--- src/rtl/control_barras_pkg.sv ---
// control_barras_pkg
//   Shared definitions for the paddle-game sequencing controller:
//   FSM state encodings, winner codes and the score width.
package control_barras_pkg;

    localparam int SCORE_W = 4;

    typedef enum logic [2:0] {
        ST_IDLE  = 3'd0,
        ST_SERVE = 3'd1,
        ST_PLAY  = 3'd2,
        ST_POINT = 3'd3,
        ST_OVER  = 3'd4
    } state_t;

    typedef enum logic [1:0] {
        W_NONE = 2'b00,
        W_P1   = 2'b01,
        W_P2   = 2'b10
    } winner_t;

    // Paddles may only move while a rally is being set up or played.
    function automatic logic move_allowed(input state_t s);
        return (s == ST_SERVE) || (s == ST_PLAY);
    endfunction

endpackage

--- src/rtl/control_barras_sincronizador.sv ---
// sincronizador
//   Two-flop synchronizer for a raw asynchronous button, with an optional
//   rising-edge pulse derived from the synchronized level.
// Ports:
//   clk    system clock
//   reset  asynchronous active-low reset
//   d      raw asynchronous input
//   q      synchronized level (2 cycles of latency)
//   rise   1-cycle pulse on a 0->1 transition of q (0 when EDGE_OUT=0)
module sincronizador #(
    parameter bit EDGE_OUT = 1'b0
) (
    input  logic clk,
    input  logic reset,
    input  logic d,
    output logic q,
    output logic rise
);

    logic meta;

    // NOTE: sequential state uses non-blocking assignments so every flop
    // samples the pre-edge value; blocking here would collapse the chain.
    always_ff @(posedge clk or negedge reset) begin
        if (!reset) begin
            meta <= 1'b0;
            q    <= 1'b0;
        end else begin
            meta <= d;
            q    <= meta;
        end
    end

    generate
        if (EDGE_OUT) begin : g_edge
            logic q_prev;

            always_ff @(posedge clk or negedge reset) begin
                if (!reset) begin
                    q_prev <= 1'b0;
                end else begin
                    q_prev <= q;
                end
            end

            assign rise = q & ~q_prev;
        end else begin : g_no_edge
            assign rise = 1'b0;
        end
    endgenerate

endmodule

--- src/rtl/control_barras.sv ---
// control_barras
//   Game-sequencing controller for the two-paddle game. Synchronizes the
//   player buttons, turns them into rate-limited one-cycle paddle step
//   commands, and runs the round FSM (idle, serve, play, point, over) that
//   keeps the scores and gates the ball module.
// Ports:
//   clk, reset                      clock, asynchronous active-low reset
//   btn_up1/down1/up2/down2, start  raw asynchronous buttons
//   miss_l, miss_r                  1-cycle pulses from the ball module
//   up1/down1/up2/down2             registered 1-cycle paddle step commands
//   bar_clr                         1-cycle pulse re-centring the paddles
//   ball_en                         ball module runs while high
//   score1, score2                  player scores (saturate at WIN_SCORE)
//   winner                          00 none, 01 player 1, 10 player 2
//   state                           current FSM state (debug)
module control_barras
    import control_barras_pkg::*;
#(
    parameter int TICK_DIV    = 100000,
    parameter int SERVE_TICKS = 50,
    parameter int WIN_SCORE   = 9
) (
    input  logic               clk,
    input  logic               reset,
    input  logic               btn_up1,
    input  logic               btn_down1,
    input  logic               btn_up2,
    input  logic               btn_down2,
    input  logic               start,
    input  logic               miss_l,
    input  logic               miss_r,
    output logic               up1,
    output logic               down1,
    output logic               up2,
    output logic               down2,
    output logic               bar_clr,
    output logic               ball_en,
    output logic [SCORE_W-1:0] score1,
    output logic [SCORE_W-1:0] score2,
    output logic [1:0]         winner,
    output logic [2:0]         state
);

    localparam int TW = (TICK_DIV > 1) ? $clog2(TICK_DIV) : 1;
    localparam int SW = $clog2(SERVE_TICKS + 1);
    localparam logic [TW-1:0]      TICK_LAST  = TW'(TICK_DIV - 1);
    localparam logic [SW-1:0]      SERVE_LAST = SW'(SERVE_TICKS - 1);
    localparam logic [SCORE_W-1:0] WIN        = SCORE_W'(WIN_SCORE);

    // ---------------------------------------------------------------
    // Button synchronization
    // ---------------------------------------------------------------
    logic [3:0] btn_raw;
    logic [3:0] btn_sync;
    logic [3:0] btn_rise_unused;
    logic       start_sync;
    logic       start_rise;

    assign btn_raw = {btn_down2, btn_up2, btn_down1, btn_up1};

    generate
        for (genvar i = 0; i < 4; i++) begin : g_btn_sync
            sincronizador #(.EDGE_OUT(1'b0)) u_sync (
                .clk  (clk),
                .reset(reset),
                .d    (btn_raw[i]),
                .q    (btn_sync[i]),
                .rise (btn_rise_unused[i])
            );
        end
    endgenerate

    sincronizador #(.EDGE_OUT(1'b1)) u_sync_start (
        .clk  (clk),
        .reset(reset),
        .d    (start),
        .q    (start_sync),
        .rise (start_rise)
    );

    logic up1_s, down1_s, up2_s, down2_s;
    assign {down2_s, up2_s, down1_s, up1_s} = btn_sync;

    // ---------------------------------------------------------------
    // Free-running paddle-step tick
    // ---------------------------------------------------------------
    logic [TW-1:0] tick_cnt;
    logic          tick;

    assign tick = (tick_cnt == TICK_LAST);

    always_ff @(posedge clk or negedge reset) begin
        if (!reset) begin
            tick_cnt <= '0;
        end else if (tick) begin
            tick_cnt <= '0;
        end else begin
            tick_cnt <= tick_cnt + 1'b1;
        end
    end

    // ---------------------------------------------------------------
    // Round FSM
    // ---------------------------------------------------------------
    state_t             state_q, state_d;
    winner_t            winner_q, winner_d;
    logic [SW-1:0]      serve_cnt, serve_d;
    logic [SCORE_W-1:0] score1_d, score2_d;
    logic               bar_clr_d;

    assign state  = state_q;
    assign winner = winner_q;

    // NOTE: every signal written here gets a default first, so no path
    // leaves a value unassigned and no latch is inferred.
    always_comb begin
        state_d   = state_q;
        winner_d  = winner_q;
        serve_d   = serve_cnt;
        score1_d  = score1;
        score2_d  = score2;
        bar_clr_d = 1'b0;

        case (state_q)
            ST_IDLE, ST_OVER: begin
                if (start_rise) begin
                    state_d   = ST_SERVE;
                    score1_d  = '0;
                    score2_d  = '0;
                    winner_d  = W_NONE;
                    serve_d   = '0;
                    bar_clr_d = 1'b1;
                end
            end

            ST_SERVE: begin
                if (tick) begin
                    if (serve_cnt == SERVE_LAST) begin
                        state_d = ST_PLAY;
                        serve_d = '0;
                    end else begin
                        serve_d = serve_cnt + 1'b1;
                    end
                end
            end

            ST_PLAY: begin
                // A simultaneous miss on both edges ends the rally without
                // awarding a point to either side.
                if (miss_l || miss_r) begin
                    state_d = ST_POINT;
                end
                if (miss_r && !miss_l && (score1 < WIN)) begin
                    score1_d = score1 + 1'b1;
                end
                if (miss_l && !miss_r && (score2 < WIN)) begin
                    score2_d = score2 + 1'b1;
                end
            end

            ST_POINT: begin
                if (score1 == WIN) begin
                    state_d  = ST_OVER;
                    winner_d = W_P1;
                end else if (score2 == WIN) begin
                    state_d  = ST_OVER;
                    winner_d = W_P2;
                end else begin
                    state_d   = ST_SERVE;
                    serve_d   = '0;
                    bar_clr_d = 1'b1;
                end
            end

            default: begin
                state_d = ST_IDLE;
            end
        endcase
    end

    always_ff @(posedge clk or negedge reset) begin
        if (!reset) begin
            state_q   <= ST_IDLE;
            winner_q  <= W_NONE;
            serve_cnt <= '0;
            score1    <= '0;
            score2    <= '0;
            bar_clr   <= 1'b0;
            ball_en   <= 1'b0;
            up1       <= 1'b0;
            down1     <= 1'b0;
            up2       <= 1'b0;
            down2     <= 1'b0;
        end else begin
            state_q   <= state_d;
            winner_q  <= winner_d;
            serve_cnt <= serve_d;
            score1    <= score1_d;
            score2    <= score2_d;
            bar_clr   <= bar_clr_d;
            // Registered from the next state so the ball starts on the
            // very first PLAY cycle.
            ball_en   <= (state_d == ST_PLAY);
            // Step commands use the current state: paddles freeze as soon
            // as the FSM leaves SERVE/PLAY.
            up1       <= tick & move_allowed(state_q) & up1_s   & ~down1_s;
            down1     <= tick & move_allowed(state_q) & down1_s & ~up1_s;
            up2       <= tick & move_allowed(state_q) & up2_s   & ~down2_s;
            down2     <= tick & move_allowed(state_q) & down2_s & ~up2_s;
        end
    end

endmodule

--- config.mk ---
export PLATFORM = sky130hd
export DESIGN_NAME = control_barras
export DESIGN_NICKNAME = d
export VERILOG_FILES = /design/src/rtl/control_barras_pkg.sv /design/src/rtl/control_barras_sincronizador.sv /design/src/rtl/control_barras.sv
export SDC_FILE = /design/constraint.sdc
export NUM_CORES = 1
export LEC_CHECK = 0
export CORE_MARGIN = 1
export CORE_UTILIZATION = 30
export CTS_BUF_LIST = sky130_fd_sc_hd__clkbuf_4 sky130_fd_sc_hd__clkbuf_8
export DETAILED_ROUTE_END_ITERATION = 16
export DONT_BUFFER_PORTS = 1
export SLEW_MARGIN = 20
export SYNTH_ARGS = -nofsm -noshare
export SYNTH_HDL_FRONTEND = slang
export SYNTH_HIERARCHICAL = 1
export SYNTH_SLANG_ARGS = --single-unit
--- constraint.sdc ---
create_clock -name clk -period 2.1 [get_ports clk]
set_input_delay 0 -clock clk [delete_from_list [all_inputs] [get_ports clk]]
set_output_delay 0 -clock clk [all_outputs]
set_load 0.01 [all_outputs]
### Word-level counts from Yosys, hierarchy flattened

Index checks and enable logic that the tools add are counted.

* RAM bits: 0
* memory bits (read-only): 0
* logic and storage cells: 104
* input bits: 9
* bits in latches: 0
* memories: 0
* register bits: 53

* multipliers: 0
* reduce and logical (&&, ||, !) cells: 17
* bitwise operators: 15
* $add $sub $neg: 4
* muxes and demuxes: 27
* order comparisons: 2
* div/mod/pow operators: 0
* shift operators: 0
* equal/unequal tests: 16

Operators by type and width (number)
* $mux W6: 5
* $mux W3: 6
* $pmux W6 S3: 1
* $add A17 B1 Y17 const B: 1
* $eq A17 B17 Y1 const B: 1
* $mux W17: 1
* $pmux W4 S2: 2
* $mux W4: 3
* $ne A2 B2 Y1 const B: 6
* $pmux W3 S4: 1
* $and A1 B1 Y1: 10
* $eq A3 B2 Y1 const B: 3
* $reduce_and A3 Y1: 3
* $add A4 B1 Y4 const B: 2
* $eq A4 B4 Y1 const B: 2
* $lt A4 B4 Y1 const B: 2
* $add A6 B1 Y6 const B: 1
* $eq A6 B6 Y1 const B: 1
* $mux W2: 3
* $not A1 Y1: 5
* $reduce_and A5 Y1: 1
* $logic_and A1 B1 Y1: 4
* $pmux W2 S2: 1
* $reduce_bool A2 Y1: 2
* 10 further kinds: 14

### Logic depth before layout (Yosys ltp)

Gate-level depths: netlist of run 1.

* depth after elaboration: 5
* mapped depth: 8
* gate-level depth less buffers: 7

### By module

The synthesis of run 1 kept the hierarchy.

By module, submodules not included
* control_barras: cells an instance 201, times used 1, area an instance 2087.0 um^2, seq. area each 1051.0 um^2
* sincronizador at g_btn_sync[0].u_sync ...: cells an instance 4, times used 4, area an instance 61.3 um^2, seq. area each 50.0 um^2
* sincronizador at u_sync_start: cells an instance 4, times used 1, area an instance 88.8 um^2, seq. area each 75.1 um^2

### Worst setup path before layout of run 1

No wires, ideal clock.

* path type: flip-flop to flip-flop
* start: register state_q[1] (netlist: state[1])
* end: register score1[2]
* path slack: 0.369 ns
* required time: 1.970 ns
* clock period less this slack: 1.731 ns
* buffers on the path: 0
* cell stages (with the launch flop): 6
* data arrival time: 1.601 ns
* path through: dfrtp_1 > or3b_4 > a2111oi_4 > nand2_2 > xor2_1 > nor2_1

* word-level cells in the longest chain between the ends: 4
* elaborated cells between the ends (all ways): 9
* those cells by class: eq/ne (4); mux (1); reduce/logical (4)

Ends and longest elaborated chain
* from (decl): line control_barras.sv:105 `state_t state_q, state_d;`
* from (signal assigned): line control_barras.sv:195 `state_q <= state_d;`
* $eq A3 B3 Y1 or $logic_not A3 Y1 (tied branches): line control_barras.sv:124 `case (state_q)`
* $reduce_or A2 Y1: line control_barras.sv:124
* $ne A2 B2 Y1 (no line) or $reduce_bool A2 Y1 (tied branches)
* $reduce_and A3 Y1 (no line)
* to (signal assigned): line control_barras.sv:198 `score1 <= score1_d;`
* to (decl): line control_barras.sv:38 `output logic [SCORE_W-1:0] score1,`

Several ways; a longest one is shown, not always the timed one.
A chain may end at the register's enable or synchronous reset.

### Worst setup path in the final report of run 1

* start: register tick_cnt[0]
* end: register serve_cnt[4]

* word-level cells in the longest chain between the ends: 3

Ends and longest elaborated chain
* from (decl): line control_barras.sv:87 `logic [TW-1:0] tick_cnt;`
* from (signal assigned): line control_barras.sv:98 `tick_cnt <= tick_cnt + 1'b1;`
* $eq A17 B17 Y1: line control_barras.sv:90 `assign tick = (tick_cnt == TICK_LAST);`
* $ne A2 B2 Y1 (no line)
* $reduce_and A5 Y1 (no line)
* to (signal assigned): line control_barras.sv:197 `serve_cnt <= serve_d;`
* to (decl): line control_barras.sv:107 `logic [SW-1:0] serve_cnt, serve_d;`

No other way between the ends.

==> results of run 1 <==
[worst max path at each step]
stage                           start            to  slack (ns)  cells past startpoint
final                     tick_cnt[0]  serve_cnt[4]        0.22                      6
after global placement       state[2]     score2[2]        0.26                      5
after detailed placement  tick_cnt[0]  serve_cnt[4]        0.24                      6
after global routing      tick_cnt[0]       ball_en        0.02                      6
after CTS                 tick_cnt[0]  serve_cnt[4]        0.21                      6
after floorplan              state[1]     score1[2]        0.37                      5
[flip-flops by register name (all words and copies together) (netlist names), 2 cells and up]
name                    cells
score2                      4
g_btn_sync.u_sync/q         4
state                       3
g_btn_sync.u_sync/meta      4
winner                      2
score1                      4
serve_cnt                   6
tick_cnt                   17
[per-layer routing]
| layer | global-route usage, % | vias to the layer above | part of all wire, % |
|---|---|---|---|
| met2 | 19.7 | 24 | 48 |
| li1 | - | 773 | - |
| met4 | 1.85 | 0 | 0 |
| met5 | 0 | - | 0 |
| met1 | 14.4 | 762 | 49 |
| met3 | 3.18 | 0 | 3.5 |
[metrics by stage]
stage	worst slack [ns]	cells	power, W	hold WS, ns
floorplan	0.369	213	0.00107	-0.296
global placement	0.258	319	0.00108	-0.294
detailed placement	0.244	319	0.00108	-0.294
CTS	0.209	336	0.00175	0.210
global route	0.0197	336	0.00180	0.206
finish	0.218	336	0.00172	0.191
[layout make-up]
type,count,area (µm²)
Clock inverter,3,28.8
Fill cell,776,4940
Sequential cell,53,1330
Tap cell,102,128
Inverter,11,41.3
Timing Repair Buffer,16,160
Multi-Input combinational cell,146,995
Clock buffer,5,68.8
[cell usage in the layout, fill, tap and decap left out, types with 3 or more instances in the layout]
cell,count
and3_1,5
and3b_1,3
buf_4,7
clkbuf_8,5
dfrtp_1,53
dlygate4sd3_1,8
ha_1,9
inv_1,11
mux2i_1,3
nand2_1,21
nand2b_1,4
nand3_1,9
nand4_1,4
nor2_1,20
nor2b_1,3
nor3b_1,4
o21ai_0,13
xnor2_1,6
xor2_1,10
[where the power goes]
group / leakage (nW) / switching, W / total (W) / internal, W
Sequential: 0.678 / 0.00000489 / 0.00104 / 0.00103
Clock: 0.0506 / 0.000375 / 0.000626 / 0.000250
Combinational: 0.556 / 0.0000335 / 0.0000576 / 0.0000241
==> results by group, run 1 <==
Placed design
  – Hpwl dp: between 2000 and 3000 µm
  – Number of port buffers: 0
  – Final GP Congestion: 0.757
  – Post-placement cell area: around 0.0025 mm²

Critical path
  – Critical Path RT: ~2.4 ns
  – Reg2reg start: tick_cnt[0]
  – Reg2reg setup slack: around 0.22 ns
  – Worst-path fanout max: 10
  – Reg2reg path depth: 6
  – CP max stage delay: approximately 0.40 ns
  – WP data arrival: 2.14 ns
  – Worst path bufs/invs: 0
  – Worst flop-to-flop path endpoint: serve_cnt[4]
  – Crit path max-delay cell type: dfrtp_1
  – CP startpoint kind: flop
  – CP delay by family, top: simple AND/OR/NAND/NOR gates
  – Worst-path cell chain: ha_1 -> and4_1 -> and4_1 -> nand2_1 -> o32ai_1 -> a21o_1
  – CP Class: flop to flop
  – Worst setup EP type: flop
  – Most frequent CP cell: and4_1

Cells and area
  – Fin area: 0.00275 mm²
  – Post-layout util: between 30% and 40%
  – Layout Area Growth over Synthesis: 15.6%
  – Net count, final: 251
  – ANT cells: 0
  – Fraction of layout cells with a size suffix above 1: 9.40%

Floorplanning
  – Total die area: about 0.0083 mm²
  – Chip Height: 91.0 µm
  – I/O pin cnt: 28
  – Die span in x: ~90 µm
  – Starting Density: a little under a third
  – FP Rows: 32
  – Core outline area: 0.00769 mm²

Synth
  – Synthesis Warnings: 6
  – Syn_nets: ~230
  – Mean Syn Cell Area: ~11 µm²
  – Syn Inst Count: approximately 210
  – Cell Area, Synth: about 0.0024 mm²

Clock tree
  – Deepest level of the CTS H-tree: 2
  – Max clock buf depth: 2
  – CTS root buf: clkbuf_8
  – Clock Pin Slew Worst Setup and Hold Paths: about 0.11 ns
  – CTS tree: yes
  – Post-CTS Hold Buffers: 9
  – Worst skew pair latency: about 0.31 ns
  – Post_cts resized: 0
  – Clock sink count: 53
  – Setup bufs post-CTS: 0
  – CTS Buf Count: 5

Route
  – Post-route ant nets: 0
  – DR WL/cell: about 13 µm
  – First-pass DRT Iterations: 6
  – Vias per std cell: approximately 4.6
  – Post-Route WL: 4300 µm
  – First DRT Iteration DRCs: about 110
  – Drc violations: 0
  – Via count: 1,559

Global route
  – Total gr overflow: 0
  – Pin count of the biggest net entering global routing: 54
  – Overall Global Routing Usage: 11.4%
  – Vias in the first global route: between 1.5k and 2k
  – First-pass GRT wire length: 7610 µm
  – Initial antenna violation count: 0

Run
  – Max Cap Viol: 0

Worst hold path
  – Hold Crit Class: input port to async pin

STA
  – RSZ-0062 raised after global routing: no
  – Worst Tran Pin Value: 0.655 ns
  – Slew headroom: between 50% and 60%
  – Clk_skew: 0.00427 ns
  – Setup violators final: 0
  – F_max: 531 MHz
  – Endpoints failing hold: 0
  – Max-slew violation count: 0
  – Post-Route Setup TNS: 0 ns
  – Final Critical Period: around 1.9 ns
  – Fin crit share: between 80% and 90%

Pwr
  – Pwr Density: between 600 and 700 mW/mm²
  – Worst vdd rail ir drop: 0.361 mV
  – Leak: approximately 1.3 nW

Outcome
  – Run status: complete, no violations
Power figures use the tool's default switching activity.
==> run 2, diff against run 1 <==
- clock period: 2.1 -> 1.51 ns (I/O delays scaled with it)
==> results by group, run 2 (same netlist as run 1, synthesis figures left out) <==
Floorplanning
  – Chip Height: 91.0 µm
  – Total die area: ~0.0083 mm²
  – I/O pin cnt: 28
  – Core outline area: roughly 0.0077 mm²
  – Die span in x: 91.0 µm
  – Starting Density: between 30% and 40%
  – FP Rows: 32

Pwr
  – Worst vdd rail ir drop: 0.623 mV
  – Final Total Pwr: around 0.0024 W
  – Leak: roughly 1.6 nW
  – Pwr Density: approximately 710 mW/mm²

Cells and area
  – Layout Area Growth over Synthesis: 42.5%
  – Commonest non-fill, non-tap cells in the layout: 52 x buf_4, 51 x dfrtp_1, 19 x nand2_1
  – Fraction of layout cells with a size suffix above 1: just over 40%
  – ANT cells: 0
  – Biggest regs: tick_cnt: 17 flops, serve_cnt: 6 flops
  – Net count, final: about 300
  – Fin cells: slightly below 400
  – Fill count: between 700 and 800
  – Most common cell after layout, fill and taps aside: buf_4
  – Most flops, register: tick_cnt
  – Number of flip-flops in the largest register: 17
  – Post-layout util: between 40% and 50%

Clock tree
  – CTS root buf: clkbuf_8
  – Clock sink count: 53
  – CTS Buf Count: 5
  – Worst skew pair latency: about 0.30 ns
  – Max clock buf depth: 2
  – Deepest level of the CTS H-tree: 2
  – CTS tree: yes
  – Clock Pin Slew Worst Setup and Hold Paths: between 0.1 and 0.15 ns

STA
  – Setup violators final: 19
  – Fin crit share: 108%
  – Endpoints failing hold: 0
  – Final Critical Period: 1.62 ns
  – F_max: a little over 600 MHz
  – Slew headroom: about three quarters
  – Max-slew violation count: 0
  – RSZ-0062 raised after global routing: yes
  – Final WS setup: -0.114 ns
  – Worst Tran Pin Value: between 0.3 and 0.4 ns
  – Clk_skew: slightly above 0.005 ns
  – Worst hold slack: between 0.15 and 0.2 ns

Route
  – DR WL/cell: roughly 13 µm
  – Post-route ant nets: 0
  – Drc violations: 0
  – First-pass DRT Iterations: 4
  – Post-Route WL: just over 5000 µm
  – Via count: about 1.8k
  – Vias per std cell: ~4.6
  – First DRT Iteration DRCs: between 50 and 60

Global route
  – Total gr overflow: 0
  – Initial antenna violation count: 0
  – First-pass GRT wire length: 8340 µm
  – Overall Global Routing Usage: ~12%
  – Vias in the first global route: roughly 1.8k
  – Pin count of the biggest net entering global routing: 54

Critical path
  – WP data arrival: roughly 1.8 ns
  – Reg2reg path depth: 6
  – CP Class: flop to flop
  – Worst-path fanout max: 7
  – Worst setup EP type: flop
  – CP startpoint kind: flop
  – Critical Path RT: roughly 1.7 ns

Worst hold path
  – WHS Path Cells: 5
  – Hold Crit Class: input port to flop

Outcome
  – Run status: finished, violations left
  – Failing checks: negative setup slack

Placed design
  – Final GP Congestion: between 0.8 and 0.9
  – Number of port buffers: 0
  – Placed cells: about 360
  – Hpwl dp: 3440 µm
  – Setup WS pre-CTS: -0.247 ns

Run
  – Max Cap Viol: 0
-- run 2: metrics by stage --
step	area [µm²]	setup TNS [ns]
after floorplan	2430	-1.02
after global placement	2880	-1.62
after detailed placement	2880	-2.48
after CTS	3180	-0.495
after global routing	3390	-2.99
final	3390	-0.909
-- run 2: final cells by class --
cell class	instances	area [µm²]	area share, %
well taps	102	128	3.77
multi-input cells	146	1170	34.6
clock buffers	5	68.8	2.03
inverters	11	43.8	1.29
clock inverters	3	28.8	0.850
repair buffers	71	617	18.2
flip-flops and latches	53	1330	39.2
-- run 2: path summary, 6_finish.rpt --
kind                                           start                endpoint  slack, ns
setup / recovery                         tick_cnt[1]            serve_cnt[4]      -0.11
hold / removal                                miss_r               score1[3]       0.17
setup reg to reg                         tick_cnt[1]            serve_cnt[4]      -0.11
hold reg to reg            g_btn_sync[3].u_sync/meta  g_btn_sync[3].u_sync/q       0.36
max in group asynchronous                      reset                state[1]       1.06
min in group asynchronous                      reset               score1[3]       0.21
-- run 2: what timing repair did --
action                                  CTS  global route
endpoints found under the setup margin   30            35
endpoints found under the hold margin    63             0
pin swaps                                 6            21
gates cloned                              0             0
gates resized for setup                  28            31
hold buffers                             10             0
setup buffers                             5            10
-- run 2: where the power goes --
group / switching, W / total [W] / internal [W]
logic: 0.0000486 / 0.0000881 / 0.0000394
registers: 0.00000999 / 0.00145 / 0.00144
clock network: 0.000522 / 0.000871 / 0.000348
-- run 2: metal layers --
metal	up-vias	GRT usage, %	wire length [µm]
met5	-	0	0
met4	0	1.19	26
met3	2	2.93	155
met2	25	22.0	2650
met1	873	15.8	2280
li1	883	-	-
-- run 2: worst max-delay path, cell delays in order (launching register included) --
cell and delay, ns:
dfrtp_1 0.38, ha_2 0.20, and4_4 0.22, and4_4 0.29
a21boi_4 0.19, o32ai_2 0.08, a21o_1 0.16
==> run 3, diff against run 2 <==
- CORE_ASPECT_RATIO: unset -> 0.9
- CORE_UTILIZATION: 30 -> 45
- SYNTH_HIERARCHICAL: 1 -> unset
==> results by group, run 3 <==
Cells and area
  – Most common cell after layout, fill and taps aside: buf_4
  – Number of flip-flops in the largest register: 17
  – Fraction of layout cells with a size suffix above 1: 48.1%
  – Fill count: roughly 360
  – ANT cells: 0
  – Post-layout util: between 70% and 80%
  – Biggest regs: tick_cnt: 17 flops, serve_cnt: 6 flops
  – Most flops, register: tick_cnt
  – Net count, final: about 310
  – Layout Area Growth over Synthesis: 47.6%
  – Commonest non-fill, non-tap cells in the layout: 66 x buf_4, 53 x dfrtp_1, 13 x nor2_1

Synth
  – Post-synth top area cell: dfrtp_1
  – Synth top area share: between 50% and 60%
  – Asr flop ratio synth: 100%
  – Post-synthesis sequential area ratio: between 50% and 60%
  – Syn_nets: about 230
  – Synth area leaders: dfrtp_1 56%, ha_1 4.7%, nor2_1 3.6%
  – Cell with the most instances after synthesis: dfrtp_1
  – EDFF count, synth: 0
  – Yosys cell types: slightly above 40
  – Post-synth top cells: 53 x dfrtp_1, 23 x nor2_1
  – Top_reg_cell synth: dfrtp_1
  – Synthesis-stage register bit count: 53
  – Syn Inst Count: around 210
  – Mean Syn Cell Area: roughly 11 µm²
  – Cell Area, Synth: approximately 0.0024 mm²
  – Synthesis Warnings: 0

Placed design
  – Number of port buffers: 0
  – Setup WS pre-CTS: -0.297 ns
  – Hpwl dp: approximately 3600 µm
  – Final GP Congestion: around 0.78

Clock tree
  – Worst skew pair latency: 0.31 ns
  – CTS tree: yes
  – Max clock buf depth: 2
  – Deepest level of the CTS H-tree: 2
  – CTS root buf: clkbuf_8
  – Clock Pin Slew Worst Setup and Hold Paths: 0.10 ns
  – Clock sink count: 53
  – CTS Buf Count: 5

Global route
  – Overall Global Routing Usage: 21.6%
  – Initial antenna violation count: 0
  – Pin count of the biggest net entering global routing: 54
  – Vias in the first global route: slightly above 2k
  – First-pass GRT wire length: between 9000 and 10,000 µm
  – Total gr overflow: 0

Pwr
  – Worst vdd rail ir drop: roughly 0.84 mV
  – Clock Power Share: between 30% and 40%
  – Pwr Density: 686 mW/mm²
  – Pint: ~0.0018 W
  – Final Total Pwr: 0.00241 W
  – Sequential power share: 60.1%
  – Comb pwr share: roughly 5.4%
  – Leak: 1.62 nW
  – P_sw: 0.000569 W
  – Sw frac: 23.6%

STA
  – Slew headroom: between 70% and 80%
  – Final Critical Period: around 1.8 ns
  – Endpoints failing hold: 0
  – RSZ-0062 raised after global routing: yes
  – Clk_skew: approximately 0.007 ns
  – Post-Route Setup TNS: -5.57 ns
  – Max-slew violation count: 0
  – Fin crit share: 119%
  – Final WS setup: -0.281 ns
  – Setup violators final: 31
  – Worst Tran Pin Value: ~0.34 ns
  – F_max: roughly 560 MHz

Floorplanning
  – Core outline area: around 0.0050 mm²
  – FP Rows: 24
  – Starting Density: 48.0%
  – Chip Height: approximately 71 µm
  – I/O pin cnt: 28
  – Die span in x: 78.7 µm
  – Total die area: 0.00558 mm²

Critical path
  – Worst setup EP type: flop
  – CP startpoint kind: flop
  – Worst-path fanout max: 6
  – Critical Path RT: about 1.7 ns
  – WP data arrival: about 2 ns
  – Reg2reg path depth: 8
  – CP Class: flop to flop

Route
  – Vias per std cell: a little over 5
  – Drc violations: 0
  – First DRT Iteration DRCs: approximately 90
  – Post-Route WL: 5620 µm
  – Post-route ant nets: 0
  – DR WL/cell: 15.6 µm
  – First-pass DRT Iterations: 4
  – Via count: 1,867

Outcome
  – Failing checks: negative setup slack
  – Run status: finished, violations left

Worst hold path
  – Hold Crit Class: input port to flop
  – WHS Path Cells: 5

Run
  – Max Cap Viol: 0
run 3: timing repair:
action | 4_1_cts | 5_1_grt
buffers inserted | 13 | 9
hold endpoints to repair | 59 | 0
pin swaps | 26 | 22
resized for setup | 43 | 26
hold buffers | 8 | 0
endpoints found under the setup margin | 20 | 35
cloned | 0 | 1
run 3: cell families after synthesis:
group | share of synthesized area, %
compound gates | 10.2
xor+xnor | 6.26
simple gates | 20.7
flops | 55.7
buf+inv | 2.37
fa+ha+maj | 4.73
run 3: worst paths after layout:
check                                               start                      to  slack, ns
worst max-delay path                            score1[0]            serve_cnt[4]      -0.28
worst min-delay path                               miss_r               score2[2]       0.07
worst max register to register                  score1[0]            serve_cnt[4]      -0.28
worst min register to register  g_btn_sync[1].u_sync.meta  g_btn_sync[1].u_sync.q       0.36
max in group asynchronous                           reset            tick_cnt[16]       1.09
min in group asynchronous                           reset               score1[3]       0.20
run 3: layer usage:
metal / up-vias / routed length (µm) / track usage [%]
li1: 900 / - / -
met1: 919 / 2410 / 27.2
met2: 37 / 2910 / 36.2
met3: 11 / 204 / 4.90
met4: 0 / 104 / 8.02
met5: - / 0 / 0
run 3: worst max-delay path, cell delays in order (launching register included):
cell and delay [ns]:
dfrtp_1 0.42, buf_4 0.16, ha_1 0.20, nand3b_1 0.15
nand2_1 0.09, o21a_1 0.23, inv_2 0.10, a21oi_4 0.06
a211o_1 0.27
run 3: power groups by stage:
stage / sequential, W / combinational, W / clock, W
detailed placement: 0.00148 / 0.0000548 / 0
global route: 0.00145 / 0.000146 / 0.000915
floorplan: 0.00148 / 0.0000247 / 0
CTS: 0.00145 / 0.000127 / 0.000866
global placement: 0.00147 / 0.0000517 / 0
finish: 0.00145 / 0.000131 / 0.000829
run 3: stage by stage:
step | cells | instance area, µm² | hold slack [ns]
2_1_floorplan | 208 | 2400 | -0.296
3_3_place_gp | 323 | 2850 | -0.294
3_5_place_dp | 323 | 2850 | -0.294
4_1_cts | 352 | 3340 | 0.0824
5_1_grt | 360 | 3510 | 0.0930
6_report | 360 | 3510 | 0.0737
run 3: cell type report:
cell class / instances / area [µm²] / share of cell area, %
Sequential cell: 53 / 1330 / 37.7
Clock inverter: 3 / 25.0 / 0.712
Tap cell: 65 / 81.3 / 2.31
Timing Repair Buffer: 82 / 701 / 19.9
Inverter: 10 / 37.5 / 1.07
Clock buffer: 5 / 68.8 / 1.96
Multi-Input combinational cell: 142 / 1270 / 36.3
